File: src/rtl/pulse_event_arb.sv
// rtl/pulse_event_arb.sv - round-robin merge of per-source event pulses into one spaced pulse stream
//
// Purpose:
//   Each source k raises req[k] for one cycle per event. Events are banked in a
//   per-source saturating pending counter, so coincident or bursty events are
//   not lost. A two-state FSM issues one o_pulse per banked event, tagged with
//   the source ID. Consecutive pulses are spaced at least GAP cycles apart so
//   that a shared pulse synchroniser downstream can keep up. Grants rotate
//   round-robin, starting after the last granted source.
//
// Ports:
//   clk          in   1     single clock, all state on posedge
//   reset_l      in   1     synchronous active-low reset
//   req          in   N     one-cycle event pulse per source
//   en           in   1     1 = grants allowed, 0 = hold off (events still counted)
//   clr_overflow in   1     clears all overflow bits (a same-cycle set wins)
//   o_pulse      out  1     one-cycle pulse per granted event
//   o_id         out  IDW   source of the current/last grant, holds between pulses
//   overflow     out  N     sticky, an event was dropped on saturated source k
//   busy         out  1     FSM not idle or any pending count nonzero

module pulse_event_arb #(
    parameter int N    = 4,
    parameter int IDW  = 2,
    parameter int GAP  = 4,
    parameter int CNTW = 4
) (
    input  logic           clk,
    input  logic           reset_l,
    input  logic [N-1:0]   req,
    input  logic           en,
    input  logic           clr_overflow,
    output logic           o_pulse,
    output logic [IDW-1:0] o_id,
    output logic [N-1:0]   overflow,
    output logic           busy
);

    // Gap counter only ever holds values up to GAP-2.
    localparam int GW = $clog2(GAP);

    typedef enum logic {
        IDLE = 1'b0,
        HOLD = 1'b1
    } state_t;

    state_t          state_q, state_d;
    logic [GW-1:0]   gap_q, gap_d;
    logic [IDW-1:0]  last_id_q, last_id_d;
    logic            o_pulse_q, o_pulse_d;
    logic [IDW-1:0]  o_id_q, o_id_d;
    logic [N-1:0]    ovf_q, ovf_d;
    logic [CNTW-1:0] cnt_q [N];
    logic [CNTW-1:0] cnt_d [N];

    logic            grant;
    logic [IDW-1:0]  win_id;
    logic            any_pend;
    logic [N-1:0]    set_ovf;

    // Round-robin pick over the registered counts. Scanning from the far end
    // of the rotation back toward last_id+1 lets the closest candidate
    // overwrite the others, so no priority-found flag is needed.
    always_comb begin
        int idx;
        logic [IDW-1:0] idx_w;
        win_id   = last_id_q;
        any_pend = 1'b0;
        for (int i = N; i >= 1; i--) begin
            idx = int'(last_id_q) + i;
            if (idx >= N) begin
                idx = idx - N;
            end
            idx_w = idx[IDW-1:0];
            if (cnt_q[idx_w] != '0) begin
                win_id   = idx_w;
                any_pend = 1'b1;
            end
        end
    end

    // FSM next-state and grant generation.
    always_comb begin
        state_d   = state_q;
        gap_d     = gap_q;
        last_id_d = last_id_q;
        o_pulse_d = 1'b0;
        o_id_d    = o_id_q;
        grant     = 1'b0;
        case (state_q)
            IDLE: begin
                if (en && any_pend) begin
                    grant     = 1'b1;
                    o_pulse_d = 1'b1;
                    o_id_d    = win_id;
                    last_id_d = win_id;
                    // Pulse cycle plus GAP-2 further HOLD cycles plus the
                    // IDLE grant cycle give exactly GAP cycles between pulses.
                    gap_d     = GW'(GAP - 2);
                    state_d   = HOLD;
                end
            end
            HOLD: begin
                if (gap_q == '0) begin
                    state_d = IDLE;
                end else begin
                    gap_d = gap_q - 1'b1;
                end
            end
            default: begin
                state_d = IDLE;
            end
        endcase
    end

    // Pending counters and sticky overflow. A request coinciding with a
    // grant to the same source cancels out and never overflows.
    always_comb begin
        logic g;
        set_ovf = '0;
        for (int k = 0; k < N; k++) begin
            g        = grant && (win_id == IDW'(k));
            cnt_d[k] = cnt_q[k];
            if (req[k] && !g) begin
                if (cnt_q[k] == '1) begin
                    set_ovf[k] = 1'b1;
                end else begin
                    cnt_d[k] = cnt_q[k] + 1'b1;
                end
            end else if (g && !req[k]) begin
                cnt_d[k] = cnt_q[k] - 1'b1;
            end
        end
        ovf_d = (clr_overflow ? '0 : ovf_q) | set_ovf;
    end

    always_ff @(posedge clk) begin
        if (!reset_l) begin
            state_q   <= IDLE;
            gap_q     <= '0;
            last_id_q <= IDW'(N - 1);
            o_pulse_q <= 1'b0;
            o_id_q    <= '0;
            ovf_q     <= '0;
            for (int k = 0; k < N; k++) begin
                cnt_q[k] <= '0;
            end
        end else begin
            state_q   <= state_d;
            gap_q     <= gap_d;
            last_id_q <= last_id_d;
            o_pulse_q <= o_pulse_d;
            o_id_q    <= o_id_d;
            ovf_q     <= ovf_d;
            for (int k = 0; k < N; k++) begin
                cnt_q[k] <= cnt_d[k];
            end
        end
    end

    assign o_pulse  = o_pulse_q;
    assign o_id     = o_id_q;
    assign overflow = ovf_q;
    assign busy     = (state_q != IDLE) || any_pend;

endmodule

File: config.mk
export PLATFORM = sky130hd
export DESIGN_NAME = pulse_event_arb
export DESIGN_NICKNAME = d
export VERILOG_FILES = /design/src/rtl/pulse_event_arb.sv
export SDC_FILE = /design/constraint.sdc
export NUM_CORES = 1
export LEC_CHECK = 0
export CORE_MARGIN = 4
export CORE_UTILIZATION = 59
export CTS_BUF_LIST = sky130_fd_sc_hd__clkbuf_2 sky130_fd_sc_hd__clkbuf_4 sky130_fd_sc_hd__clkbuf_8
export CTS_CLUSTER_SIZE = 8
export DETAILED_ROUTE_END_ITERATION = 16
export PLACE_DENSITY_LB_ADDON = 0.2
export SETUP_SLACK_MARGIN = 0.2
export SYNTH_ARGS = -nofsm -noshare
export SYNTH_HDL_FRONTEND = slang
export SYNTH_SLANG_ARGS = --single-unit
export TNS_END_PERCENT = 30
File: constraint.sdc
create_clock -name clk -period 4.81 [get_ports clk]
set_input_delay 0.962 -clock clk [delete_from_list [all_inputs] [get_ports clk]]
set_output_delay 0.962 -clock clk [all_outputs]
set_load 0.005 [all_outputs]
== Word level (Yosys, flattened, before mapping) ==
Memories as Yosys holds them, arrays and structs flattened.
Cells that the tools add are included.
Cells by class
  $add $sub $neg: 17
  order comparisons: 4
  eq/ne operators: 9
  muxes and demuxes: 46
  bitwise logic cells: 6
  reductions and logical operators: 30
Operator list (count)
  $mux W4: 17
  $mux W2: 10
  $mux W1: 17
  $add A4 B1 Y4 const B: 4
  $eq A4 B4 Y1 const B: 4
  $reduce_bool A4 Y1: 4
  $sub A4 B1 Y4 const B: 4
  $logic_and A1 B1 Y1: 13
  $sub A2 B1 Y2 const B: 5
  $ge A3 B3 Y1 const B: 3
  $logic_not A1 Y1: 8
  $add A2 B2 Y3 const B: 2
  $add A2 B3 Y4 const B: 1
  $eq A2 B2 Y1 const B: 2
  $ge A4 B3 Y1 const B: 1
  $logic_not A2 Y1: 2
  $ne A2 B2 Y1 const B: 2
  $or A1 B1 Y1: 4
  $or A4 B4 Y4: 1
  $pmux W2 S2: 1
  $reduce_and A2 Y1: 2
  $add A2 B1 Y3 const B: 1
  $eq A2 B1 Y1 const B: 1
  $pmux W1 S2: 1
  2 further kinds: 2
Storage, ports and cells
  register bits: 12
  memory bits (writable): 16
  input bits: 8
  output and inout bits: 8
  logic and storage cells: 119
  memories: 1
Memories
  cnt_q: words 4, width 4, rd ports 8, clocked after Yosys merged registers in 0, wr ports 4, RTL line 53  | logic [CNTW-1:0] cnt_q [N];

== Longest topological paths before layout ==
Gate-level depths: netlist (run 1).
An unclocked memory read counts as a cell.
  depth in word-level cells: 17
  depth in mapped cells: 12
  depth with buffers taken out: 11

== Worst setup path after synthesis (run 1) ==
OpenSTA, ideal clock, no wires.
  path type: in2reg
  from: input en
  to: memory cnt_q[1][3]
  arrival: 2.882 ns
  path slack: 1.806 ns
  cell stages on the path: 11
  cells stage by stage: nor2b_1 > o41ai_2 > a211oi_1 > a21boi_4 > nand2b_1 > ha_1 > a21o_1 > a21oi_1 > nor2b_1 > mux2i_1 > mux2i_1
RTL lines
  start, declared: RTL line 31  | input logic en,
  end, declared: RTL line 53

==> summary.txt, run 1 <==
Status
  • Status: completed

CTS
  • Cts hold-fix bufs: 0
  • Number of buffers created by CTS: 3
  • Clk pin slew, worst setup/hold paths: between 0.15 and 0.2 ns
  • Clk buf depth: 2
  • H-Tree Depth: 1
  • Clk Latency, worst-skew pair: about 0.34 ns
  • Root buf cell: clkbuf_4
  • Clk sink count: 28
  • Number of setup buffers added after CTS: 0
  • CTS tree: yes
  • Post-CTS Resized: 0

Setup path
  • CP Launch Type: primary input
  • CP Launch Point: en
  • WP data arrival: roughly 3.7 ns
  • Worst-path maximum fanout: 4
  • Max incr delay on CP: approximately 0.45 ns
  • Reg2reg path depth: 11
  • Slowest-stage cell, CP: clkdlybuf4s50_1
  • Most numerous cell on the critical path: mux2i_1
  • Crit path capture type: flop
  • Crit path cell chain: clkdlybuf4s50_1 -> nor2b_1 -> o41ai_2 -> a211oi_1 -> a21boi_4 -> nand2b_1 -> ha_1 -> a21o_1 -> a21oi_1 -> nor2_1 -> mux2i_1 -> mux2i_1
  • CP Data Required Time: between 5 and 6 ns
  • Critical path class: primary input to flop
  • R2r startpoint: cnt_q[0][1]

STA
  • Tightest Pin Transition: just under 0.7 ns
  • RSZ-0062 raised after global routing: no
  • Max Clock Freq: between 200 and 300 MHz
  • TNS Setup: 0 ns
  • Post-route setup slack: around 1.4 ns
  • Clk_skew: 0.0164 ns
  • Min Tclk post-route: around 3.4 ns
  • Final Hold Vio Count: 0
  • Fin crit share: 70.0%
  • Slew headroom: between 50 and 60%
  • Final Max Tran Viols: 0
  • Count of final setup violators: 0

Routing
  • Metal2 WL: ~1900 microns
  • Met1 wire length: 1470 microns
  • WL met3: between 100 and 150 microns
  • Top sig layer: met4
  • Post-route ant nets: 0
  • Vias/cell: 5.67
  • Vias: between 1000 and 1500
  • DRC: 0
  • DRT Wirelength: 3530 microns
  • WL/cell: 14.0 microns
  • Pre-antenna DRT Iters: 4
  • 1st-iter DRT viols: 77

Floorplanning
  • Die height: around 64 microns
  • Core Rows: 20
  • Starting Density: 60.8%
  • Io pins: 16
  • Total core area: a little over 0.003 sq mm
  • Die ar.: a little over 0.004 sq mm
  • Die Wd: ~64 microns

Synth
  • Yosys warns: 0
  • Post-Syn Area: about 0.0018 sq mm
  • Ys async rst share: 0%
  • Largest cells by area after synthesis: dfxtp_1 (30%), mux2i_1 (11%), nand2_1 (6.5%)
  • Area leader, netlist: dfxtp_1
  • Yosys top cell area share: 30.5%
  • Top cells by count, synth: nand2_1 (32), dfxtp_1 (28), mux2i_1 (20)
  • Count of cell types in the netlist: 48
  • Sequential element share of the synthesized area: about 30%
  • Seq cells post-synth: 28
  • Avg Inst Size Synth: 9.49 sq um
  • Top-count cell post-synth: nand2_1
  • Synthesized Nets: between 200 and 250
  • EDFF count, synth: 0
  • Mapped Cells: ~190
  • Post-synth top flop: dfxtp_1

Finish
  • Post-Route Utilization: between 60% and 70%
  • Layout cells sized above 1: under 10%
  • Antenna diodes: 0
  • Nets: 230
  • Area Growth Syn to Fin: 13.1%

Placed design
  • DP Wirelength: 2710 microns
  • Number of port buffers: 15
  • Routability cong.: ~0.86
  • Place WS: around 1.1 ns

Min path
  • Hold Path Origin: o_id[1]
  • Min-delay worst type: flop to flop
  • Cells on Worst Hold Path: 2

GRT
  • GR Overflow Total: 0
  • Initial antenna violation count: 0
  • First-pass GRT wire length: 6420 microns
  • Vias in the first global route: ~1500
  • Total GRT Usage: between 10% and 20%
  • Largest net degree at the start of global routing: 27

Pwr
  • Leak Pwr: roughly 0.92 nW
  • Peak VDD IR: about 0.00029 V
  • PwrDens: around 630 mW/mm^2

Flow run
  • Maxcap violations: 0
[kinds of logic after synthesis]
group | after synthesis | synth area share, %
compound gates | 31 | 14.8
xor+xnor | 4 | 1.90
fa+ha+maj | 13 | 10.5
buf+inv | 11 | 2.38
flops | 28 | 30.5
mux | 25 | 15.2
simple gates | 82 | 24.8
[report_power, final]
part           internal, W  switching, W  total, W
combinational     0.000346      0.000392  0.000738
sequential        0.000306      0.000107  0.000413
clock            0.0000843     0.0000727  0.000157
total             0.000736      0.000572   0.00131
[final cells by class]
cell class	instances	area (sq um)
Clock buffer	3	22.5
Clock inverter	1	30.0
Fill cell	262	947
Tap cell	44	55.1
Timing Repair Buffer	16	158
Inverter	5	18.8
Sequential cell	28	561
Multi-Input combinational cell	155	1240
[flip-flops by register name (all words and copies together), names as in the netlist]
name,cells
cnt_q,16
gap_q,2
last_id_q,2
o_id,2
o_pulse,1
overflow,4
state_q,1
[cells in the final DEF (no fill, tap or decap), types with 4 or more instances in the layout]
cell	Yosys	routed
a21o_1	4	4
a21oi_1	6	6
clkdlybuf4s50_1	0	15
dfxtp_1	28	28
fa_1	4	4
ha_1	9	9
inv_1	5	5
mux2i_1	20	20
nand2_1	32	32
nand2b_1	11	11
nor2_1	7	7
nor2b_1	10	10
xor2_1	4	4
[worst max-delay path: cells and delay by family]
kind	cells	cell delay [ns]
buffers and inverters	1	0.45
AOI/OAI and AO/OA	5	1.16
muxes	2	0.35
adders and majority gates	1	0.25
and+or+nand+nor	3	0.49
[metal layers]
| layer | vias to the layer above | GRT usage, % |
|---|---|---|
| li1 | 722 | - |
| met5 | - | 0 |
| met3 | 6 | 3.51 |
| met4 | 0 | 8.89 |
| met2 | 19 | 35.4 |
| met1 | 682 | 21.7 |
[stage by stage]
step	instance area, sq um	total power, W	instances	hold slack, ns
floorplan	1840	0.00101	194	0.451
global placement	2030	0.00111	248	0.467
detailed placement	2030	0.00116	248	0.470
CTS	2080	0.00132	252	0.491
global route	2080	0.00142	252	0.518
finish	2080	0.00131	252	0.502
[path summary, 6_finish.rpt]
kind | end | slack [ns]
max | cnt_q[1][3] | 1.44
min | o_id[1] | 0.50
max reg2reg | cnt_q[2][3] | 1.48
min reg2reg | o_id[1] | 0.50
Power figures use the tool's default switching activity.
==> inputs of run 2 (changes only) <==
--- a/config.mk
+++ b/config.mk
@@ -6,7 +6,7 @@
 export NUM_CORES = 1
 export LEC_CHECK = 0
 export CORE_MARGIN = 4
-export CORE_UTILIZATION = 59
+export CORE_UTILIZATION = 54
 export CTS_BUF_LIST = sky130_fd_sc_hd__clkbuf_2 sky130_fd_sc_hd__clkbuf_4 sky130_fd_sc_hd__clkbuf_8
 export CTS_CLUSTER_SIZE = 8
 export DETAILED_ROUTE_END_ITERATION = 16
==> constraint.sdc (replaced) <==
create_clock -name clk -period 2.8 [get_ports clk]
set_input_delay 0.56 -clock clk [delete_from_list [all_inputs] [get_ports clk]]
set_output_delay 0.56 -clock clk [all_outputs]
set_load 0.005 [all_outputs]
==> summary.txt, run 2 (synthesis results as in run 1) <==
Status
  • Status: finished, violations left
  • Violated checks: negative setup slack

Finish
  • Nets: 267 (+16%)
  • Largest reg by FF count: cnt_q
  • Layout cells sized above 1: 37.6% (+28 points)
  • Commonest non-fill, non-tap cell in the layout: buf_4
  • Commonest non-fill, non-tap cells in the layout: buf_4 (34), nand2_1 (30), dfxtp_1 (21), mux2i_1 (20), clkdlybuf4s50_1 (15)
  • Max reg flops: 16 (unchanged)
  • Antenna diodes: 0 (unchanged)
  • Design Area, Final: 0.00258 sq mm (+24%)
  • Area Growth Syn to Fin: 40.1%
  • Post-Route Utilization: 81.8% (+13 points)

CTS
  • Root buf cell: clkbuf_4
  • Clk Latency, worst-skew pair: 0.34 ns (about the same)
  • Clk pin slew, worst setup/hold paths: 0.16 ns (about the same)
  • CTS tree: yes
  • H-Tree Depth: 1 (unchanged)
  • Clk sink count: 28 (unchanged)
  • Number of buffers created by CTS: 3 (unchanged)
  • Clk buf depth: 2 (unchanged)

Setup path
  • Worst-path maximum fanout: 5 (+1)
  • WP data arrival: 3.13 ns (-0.52 ns)
  • Slowest-stage cell, CP: or4_4
  • Crit path capture type: flop
  • Reg2reg path depth: 13 (+2)
  • Most numerous cell on the critical path: mux2i_1
  • CP Data Required Time: 3.08 ns (-2.02 ns)
  • Critical path class: flop to flop
  • Largest delay share family, worst path: simple AND/OR/NAND/NOR gates
  • CP Launch Type: flop
  • Crit path cell chain: or4_4 -> buf_6 -> o22ai_2 -> mux2i_4 -> buf_4 -> nand3_4 -> nand2_4 -> ha_4 -> a21o_1 -> a21oi_2 -> nor2_1 -> mux2i_1 -> mux2i_1
  • CP Buf/Inv Count: 2 (+1)
  • Max incr delay on CP: 0.57 ns (+0.12 ns)
  • Worst path depth: 13 (+1)

STA
  • Min Tclk post-route: 2.85 ns
  • Final Max Tran Viols: 0 (unchanged)
  • Count of final setup violators: 4 (+4)
  • Clk_skew: 0.00777 ns (-0.00864 ns)
  • RSZ-0062 raised after global routing: yes
  • Final Hold Vio Count: 0 (unchanged)
  • Post-route setup slack: -0.0494 ns (-1.49 ns)
  • Slew headroom: 72.1% (+17 points)
  • Tightest Pin Transition: 0.419 ns (-0.255 ns)
  • Fin crit share: 102%
  • TNS Setup: -0.126 ns (-0.126 ns)
  • Max Clock Freq: roughly 350 MHz

GRT
  • Initial antenna violation count: 0 (unchanged)
  • GR Overflow Total: 0 (unchanged)
  • Total GRT Usage: 23.1% (+3.6 points)
  • First-pass GRT wire length: 7890 microns (+23%)
  • Vias in the first global route: 1748 (+18%)
  • Largest net degree at the start of global routing: 45 (+67%)

Routing
  • DRT Wirelength: 5050 microns (+43%)
  • Met1 wire length: 2010 microns (+37%)
  • WL met3: 166 microns (+61%)
  • DRC: 0 (unchanged)
  • Metal2 WL: 2670 microns (+41%)
  • Top sig layer: met4
  • Vias: 1695 (+19%)
  • Pre-antenna DRT Iters: 4 (unchanged)
  • WL/cell: 17.5 microns (+25%)
  • Vias/cell: 5.87 (+3.4%)
  • 1st-iter DRT viols: 118 (+53%)
  • Post-route ant nets: 0 (unchanged)

Pwr
  • Peak VDD IR: 0.000889 V (+210%)
  • Leak Pwr: 1.12 nW (+22%)
  • PwrDens: 1210 mW/mm^2 (+92%)
  • Total power: 0.00312 W (+140%)

Min path
  • Min-delay worst type: flop to flop
  • Cells on Worst Hold Path: 2 (unchanged)

Floorplanning
  • Starting Density: 58.4% (-2.4 points)
  • Io pins: 16 (unchanged)
  • Die ar.: 0.00441 sq mm (+8.1%)
  • Die height: 66.4 microns (+4.0%)
  • Die Wd: 66.4 microns (+4.0%)
  • Total core area: 0.00315 sq mm (+4.1%)
  • Core Rows: 20 (unchanged)

Placed design
  • DP Wirelength: 3160 microns (+16%)
  • Number of port buffers: 15 (unchanged)
  • DP Area: 0.00233 sq mm (+15%)
  • Routability cong.: 0.826 (-4.5%)

Flow run
  • Maxcap violations: 0 (unchanged)
-- run 2: cell count changes in the layout (fill, tap and decap cells not counted), sizes merged --
cell    before  now
buf          1   38
clkbuf       3    4
bufinv       1    0
-- run 2: what timing repair did --
| action | in CTS | in global routing |
|---|---|---|
| buffers inserted | 4 | 3 |
| gates resized for setup | 18 | 12 |
| setup endpoints to repair | 13 | 13 |
| hold buffers | 0 | 0 |
| pin swaps | 16 | 16 |
-- run 2: area by class of cell --
type	count	area, sq um
inverters	5	18.8
clock buffers	4	36.3
flip-flops and latches	28	569
fillers	200	574
well taps	44	55.1
multi-input cells	155	1450
repair buffers	53	450
-- run 2: where the power goes --
group	total, W	switching (W)	internal (W)
Sequential	0.000650	0.000116	0.000534
Combinational	0.00226	0.00112	0.00114
Clock	0.000206	0.000126	0.0000798
-- run 2: final timing paths --
check | startpoint | endpoint | slack, ns
setup reg to reg | cnt_q[0][2] | cnt_q[0][3] | -0.05
hold / removal | o_id[1] | o_id[1] | 0.49
setup / recovery | cnt_q[0][2] | cnt_q[0][3] | -0.05
hold reg to reg | o_id[1] | o_id[1] | 0.49
-- run 2: through the flow --
stage          hold slack (ns)  worst slack, ns  instances
6_report                 0.489          -0.0494        289
3_3_place_gp             0.447           -0.102        278
4_1_cts                  0.496          -0.0126        286
2_1_floorplan            0.451           0.0262        194
5_1_grt                  0.529           -0.218        289
3_5_place_dp             0.469           -0.250        278
-- run 2: worst reg2reg max path, stage by stage (launching register included) --
cell and delay, ns:
dfxtp_2 0.35, or4_4 0.57, buf_6 0.17, o22ai_2 0.19
mux2i_4 0.16, buf_4 0.18, nand3_4 0.09, nand2_4 0.07
ha_4 0.24, a21o_1 0.19, a21oi_2 0.17, nor2_1 0.06
mux2i_1 0.16, mux2i_1 0.20
-- run 2: metal layers --
layer | global-route usage, % | up-vias
met5 | 0 | -
met3 | 3.06 | 24
met1 | 25.8 | 824
met2 | 42.9 | 50
li1 | - | 797
met4 | 9.90 | 0
